### src/rtl/multiply_seq_pkg.sv
// Shared definitions for the LPC fixed-point arithmetic blocks: FSM states and Q-format defaults.
package multiply_seq_pkg;

  localparam int LPC_WIDTH = 32;
  localparam int LPC_FRAC  = 15;

  typedef enum logic [1:0] {
    IDLE = 2'd0,
    BUSY = 2'd1,
    FIX  = 2'd2,
    DONE = 2'd3
  } state_t;

endpackage

### src/rtl/scale_sat.sv
// Combinational back end: sign-restore, optional round (MULT_ROUND_EN), >>>FRAC and saturate
// a 2*WIDTH-bit product magnitude down to WIDTH bits.
module scale_sat #(
  parameter int WIDTH = 32,
  parameter int FRAC  = 15
) (
  input  logic [2*WIDTH-1:0] mag,
  input  logic               neg,
  output logic [WIDTH-1:0]   p,
  output logic               sat
);

  // One extra bit so negation and the rounding bias never wrap.
  localparam int XW = 2*WIDTH + 1;

  localparam logic signed [XW-1:0] MAX_V = {{(XW-WIDTH+1){1'b0}}, {(WIDTH-1){1'b1}}};
  localparam logic signed [XW-1:0] MIN_V = {{(XW-WIDTH+1){1'b1}}, {(WIDTH-1){1'b0}}};

`ifdef MULT_ROUND_EN
  localparam logic signed [XW-1:0] RND =
    (FRAC > 0) ? (XW'(1) << ((FRAC > 0) ? FRAC - 1 : 0)) : '0;
`else
  localparam logic signed [XW-1:0] RND = '0;
`endif

  logic signed [XW-1:0] ext;
  logic signed [XW-1:0] biased;
  logic signed [XW-1:0] shifted;

  always_comb begin
    ext     = neg ? -$signed({1'b0, mag}) : $signed({1'b0, mag});
    biased  = ext + RND;
    shifted = biased >>> FRAC;
    if (shifted > MAX_V) begin
      p   = MAX_V[WIDTH-1:0];
      sat = 1'b1;
    end else if (shifted < MIN_V) begin
      p   = MIN_V[WIDTH-1:0];
      sat = 1'b1;
    end else begin
      p   = shifted[WIDTH-1:0];
      sat = 1'b0;
    end
  end

endmodule

### src/rtl/multiply_seq.sv
// Sequential radix-2 signed fixed-point multiplier returning sat((A*B)>>>FRAC).
// Define MULT_ROUND_EN to round half toward +inf instead of truncating.
module multiply_seq
  import multiply_seq_pkg::*;
#(
  parameter int WIDTH   = LPC_WIDTH,
  parameter int FRAC    = LPC_FRAC,
  parameter int COUNT_W = 6
) (
  input  logic             clk,
  input  logic             rst,
  input  logic             in_valid,
  output logic             in_ready,
  input  logic [WIDTH-1:0] A,
  input  logic [WIDTH-1:0] B,
  output logic [WIDTH-1:0] P,
  output logic             sat,
  output logic             out_valid,
  input  logic             out_ready
);

  state_t               state, state_next;
  logic [COUNT_W-1:0]   count;
  logic [WIDTH-1:0]     mcand, mplier;
  logic [2*WIDTH-1:0]   acc;
  logic                 neg;
  logic [WIDTH:0]       sum;
  logic [WIDTH-1:0]     p_fix;
  logic                 sat_fix;
  logic                 accept, last_iter;

  assign in_ready  = (state == IDLE) && !rst;
  assign accept    = in_valid && in_ready;
  assign last_iter = (count == COUNT_W'(WIDTH - 1));

  // Upper-half add keeps the carry, which becomes the MSB after the right shift.
  assign sum = {1'b0, acc[2*WIDTH-1:WIDTH]} + (mplier[0] ? {1'b0, mcand} : '0);

  always_comb begin
    // NOTE: every output of this block gets a default first so no latch is inferred.
    state_next = state;
    unique case (state)
      IDLE: if (accept)    state_next = BUSY;
      BUSY: if (last_iter) state_next = FIX;
      FIX:                 state_next = DONE;
      DONE: if (out_ready) state_next = IDLE;
      default:             state_next = IDLE;
    endcase
  end

  scale_sat #(.WIDTH(WIDTH), .FRAC(FRAC)) u_scale_sat (
    .mag (acc),
    .neg (neg),
    .p   (p_fix),
    .sat (sat_fix)
  );

  // NOTE: sequential state uses non-blocking assignments so all registers update from pre-edge values.
  always_ff @(posedge clk or posedge rst) begin
    if (rst) begin
      state     <= IDLE;
      count     <= '0;
      mcand     <= '0;
      mplier    <= '0;
      acc       <= '0;
      neg       <= 1'b0;
      P         <= '0;
      sat       <= 1'b0;
      out_valid <= 1'b0;
    end else begin
      state <= state_next;
      unique case (state)
        IDLE: if (accept) begin
          // |-2^(W-1)| wraps to 2^(W-1), which is correct as an unsigned magnitude.
          mcand  <= A[WIDTH-1] ? (~A + WIDTH'(1)) : A;
          mplier <= B[WIDTH-1] ? (~B + WIDTH'(1)) : B;
          neg    <= A[WIDTH-1] ^ B[WIDTH-1];
          acc    <= '0;
          count  <= '0;
        end
        BUSY: begin
          acc    <= {sum, acc[WIDTH-1:1]};
          mplier <= mplier >> 1;
          count  <= count + COUNT_W'(1);
        end
        FIX: begin
          P         <= p_fix;
          sat       <= sat_fix;
          out_valid <= 1'b1;
        end
        DONE: if (out_ready) out_valid <= 1'b0;
        default: ;
      endcase
    end
  end

endmodule

### config.mk
export PLATFORM = sky130hd
export DESIGN_NAME = multiply_seq
export DESIGN_NICKNAME = d
export VERILOG_FILES = /design/src/rtl/multiply_seq_pkg.sv /design/src/rtl/scale_sat.sv /design/src/rtl/multiply_seq.sv
export SDC_FILE = /design/constraint.sdc
export NUM_CORES = 1
export LEC_CHECK = 0
export ABC_AREA = 1
export BUFFER_PORTS_ARGS = -buffer_cell sky130_fd_sc_hd__buf_2
export CAP_MARGIN = 25
export CELL_PAD_IN_SITES_DETAIL_PLACEMENT = 0
export CELL_PAD_IN_SITES_GLOBAL_PLACEMENT = 1
export CORE_ASPECT_RATIO = 1.25
export CORE_UTILIZATION = 40
export DETAILED_ROUTE_END_ITERATION = 10
export GPL_TIMING_DRIVEN = 0
export PLACE_DENSITY = 0.86
export SETUP_SLACK_MARGIN = 0.15
export SLEW_MARGIN = 20
export SYNTH_ARGS = -nofsm -noshare
export SYNTH_HDL_FRONTEND = slang
export SYNTH_SLANG_ARGS = --single-unit
### constraint.sdc
create_clock -name clk -period 8.3 [get_ports clk]
set_input_delay 0.415 -clock clk [delete_from_list [all_inputs] [get_ports clk]]
set_output_delay 0.415 -clock clk [all_outputs]
set_load 0.02 [all_outputs]
==> results.json <==
{
  "cts_tree": "done",
  "synth-simple-area-share": 0.332,
  "grt_pass1_wl_mm": 60.4,
  "setup-violations-final": 0,
  "synthArstFlopShare": 1.00,
  "num_io_pins": 103,
  "layout-drive-gt1-share": 0.136,
  "critPathMaxFanout": 10,
  "skew_ps": 14.4,
  "synth_compound_area_frac": 0.160,
  "die-width_um": 160,
  "layout_common_cells": "nand2_1 (513), nor2_1 (208), inv_1 (177)",
  "antenna_left": 0,
  "multiInputGateArea_um2": 7250,
  "ctsResizeCount": 0,
  "fin_util": 0.460,
  "drcViolationCount": 0,
  "period_minus_slack_ps": 3540,
  "period_share": 0.426,
  "grt_usage": 0.240,
  "postPlaceCellArea_um2": 13600,
  "drv_cap": 0,
  "ys.flop_type": "dfrtp_1",
  "cts_hold_buf": 0,
  "ys_warn_count": 0,
  "io_buffers": 100,
  "synthXorXnorAreaFrac": 0.0447,
  "cp_cell_sequence": "clkbuf_1 -> clkbuf_1 -> nand2_1 -> inv_1 -> ha_1 -> fa_1 -> nand2_1 -> nand2_1 -> o21ai_0 -> o21ai_0 -> nand3_1 -> nand3_1 -> nand3_1 -> o2111ai_1 -> a21oi_1 -> o21ai_0 -> o21ai_0",
  "startpoint_type": "flip-flop",
  "min_path_type": "in -> async",
  "cp_top_family": "compound AO/OA/AOI/OAI gates",
  "clk_path_buf_depth": 2,
  "hold_ws_ps": -2.16,
  "hold_viol_final": 2,
  "synth_edf_count": 0,
  "wl_mm": 37.0,
  "worst_slew_pin_slew_ps": 765,
  "reg2reg_slack_ps": 4760,
  "violations": "hold timing",
  "layout_setup_ws_ps": 4760,
  "initial_core_util": 0.406,
  "grt_pass1_vias": 11900,
  "drt_iter0_markers": 790,
  "slowest_stage": "o21ai_0",
  "core.rowCount": 72,
  "insertedDiodeCount": 0,
  "wl_per_cell_um": 15.6,
  "grt_antenna_before_repair": 0,
  "coreArea_um2": 30900,
  "ys_ff_latch": 171,
  "status": "finished, violations left",
  "crit_path_frequent_cell": "o21ai_0",
  "synthAdderAreaFrac": 0.0415,
  "final_area_um2": 14200,
  "grt_overflow": 0,
  "drt-pass1-iter-count": 5,
  "arrival_ps": 3830,
  "slew_violations": 0,
  "worstSetupPathType": "reg -> reg",
  "syn-cell-area_um2": 12500,
  "hpwl_mm": 29.9,
  "syn_inst": 1829,
  "fmax_ghz": 0.283,
  "register_area_um2": 4280,
  "synth_top_family_by_area": "simple AND/OR/NAND/NOR gates",
  "layout_commonest_cell": "nand2_1",
  "yosysUniqueCellTypes": 54,
  "htreeDepth": 4,
  "slew_headroom": 0.490,
  "fillers": 3238,
  "die_h_um": 200,
  "muxShareOfSynthArea": 0,
  "clock_latency_ps": 450,
  "final_nets": 2058,
  "yosysSeqAreaShare": 0.341,
  "path_clk_slew_ps": 80,
  "cts_buffers": 17,
  "cts.sink_count": 171,
  "place_ws_ps": 4800,
  "cp-end-kind": "flip-flop",
  "crit_path_max_incr_delay_ps": 510,
  "path_buf_inv": 3,
  "root_buffer": "clkbuf_16",
  "synth.avg_cell_area_um2": 6.86,
  "routabilityCongestion": 0.939,
  "grt_max_degree": 111,
  "post-cts-setup-buffers": 0,
  "fin_setup_tns_ps": 0,
  "rsz0062_at_grt": "no",
  "via_per_inst": 5.11,
  "dieArea_um2": 32100,
  "synth.net_count": 1938,
  "vias": 12100,
  "area_delta_synth_final_pct": 13.4,
  "crit_required_ps": 8590
}
layer usage:
metal	part of all wire	up-vias	global-route usage
li1	-	6207	-
met1	0.45	5533	0.296
met2	0.48	297	0.419
met3	0.033	77	0.0250
met4	0.042	0	0.114
met5	0	-	0
Yosys cell counts (5+ instances only):
| library cell | count | share of area |
|---|---|---|
| nand2_1 | 513 | 0.15 |
| nor2_1 | 208 | 0.062 |
| inv_1 | 178 | 0.053 |
| dfrtp_1 | 171 | 0.34 |
| o21ai_0 | 147 | 0.059 |
| a21oi_1 | 93 | 0.037 |
| nand3_1 | 55 | 0.022 |
| xor2_1 | 53 | 0.037 |
| clkbuf_1 | 52 | 0.016 |
| nand2_2 | 49 | 0.024 |
| ha_1 | 40 | 0.040 |
| o22ai_1 | 37 | 0.018 |
| or2_2 | 37 | 0.018 |
| o211ai_1 | 22 | 0.013 |
| nor3_1 | 20 | 0.0080 |
| nand4_1 | 19 | 0.0095 |
| nor2_2 | 17 | 0.0085 |
| o31ai_1 | 15 | 0.0090 |
| nor4_1 | 12 | 0.0060 |
| xnor2_1 | 11 | 0.0077 |
| a31oi_1 | 9 | 0.0045 |
| nor2_4 | 6 | 0.0054 |
| buf_12 | 5 | 0.0080 |
kinds of logic after synthesis:
kind of cell             Yosys count
AND/OR/NAND/NOR                  955
AO/OA/AOI/OAI                    352
buffers and inverters            246
flip-flops                       171
XOR/XNOR                          64
adder cells (fa/ha/maj)           41
registers in the layout, indices dropped and copies added (netlist names):
register and cells:
state 2, mcand 32, sat 1, count 6, P 32, acc 64
neg 1, mplier 32, out_valid 1
worst register-to-register path: cells and delay by family, from the launching register on:
family | cells | cell delay (ps)
AO/OA/AOI/OAI | 6 | 1110
buffers and inverters | 3 | 830
AND/OR/NAND/NOR | 6 | 720
adder cells (fa/ha/maj) | 2 | 410
flip-flops | 1 | 320
worst paths after layout:
| kind | start | end | depth (start not counted) |
|---|---|---|---|
| worst max-delay path | mplier[0]$_DFFE_PP0P_ | acc[61]$_DFFE_PP0P_ | 17 |
| worst min-delay path | rst | mplier[10]$_DFFE_PP0P_ | 2 |
| worst max register to register | mplier[0]$_DFFE_PP0P_ | acc[61]$_DFFE_PP0P_ | 17 |
| worst min register to register | count[5]$_DFFE_PP0P_ | count[5]$_DFFE_PP0P_ | 1 |
| max in group asynchronous | rst | acc[19]$_DFFE_PP0P_ | 3 |
| min in group clk | A[3] | mcand[3]$_DFFE_PP0P_ | 4 |
layout make-up:
type,instances,share of cell area
multi-input combinational,1412,0.510
sequential,171,0.301
inverter,182,0.0486
timing repair buffer,101,0.0371
tap,407,0.0358
clock buffer,18,0.0309
buffer,64,0.0234
clock inverter,14,0.0139
per-stage QoR:
| step | hold slack [ps] | cells |
|---|---|---|
| after global placement | 447 | 2336 |
| final | -2.16 | 2369 |
| after CTS | 14.0 | 2369 |
| after floorplan | 433 | 1829 |
| after global routing | 36.0 | 2369 |
| after detailed placement | 453 | 2337 |
Power is left out: the tool's default activity adds up to more than one toggle a clock period on the data nets, which glitch-free logic cannot reach.
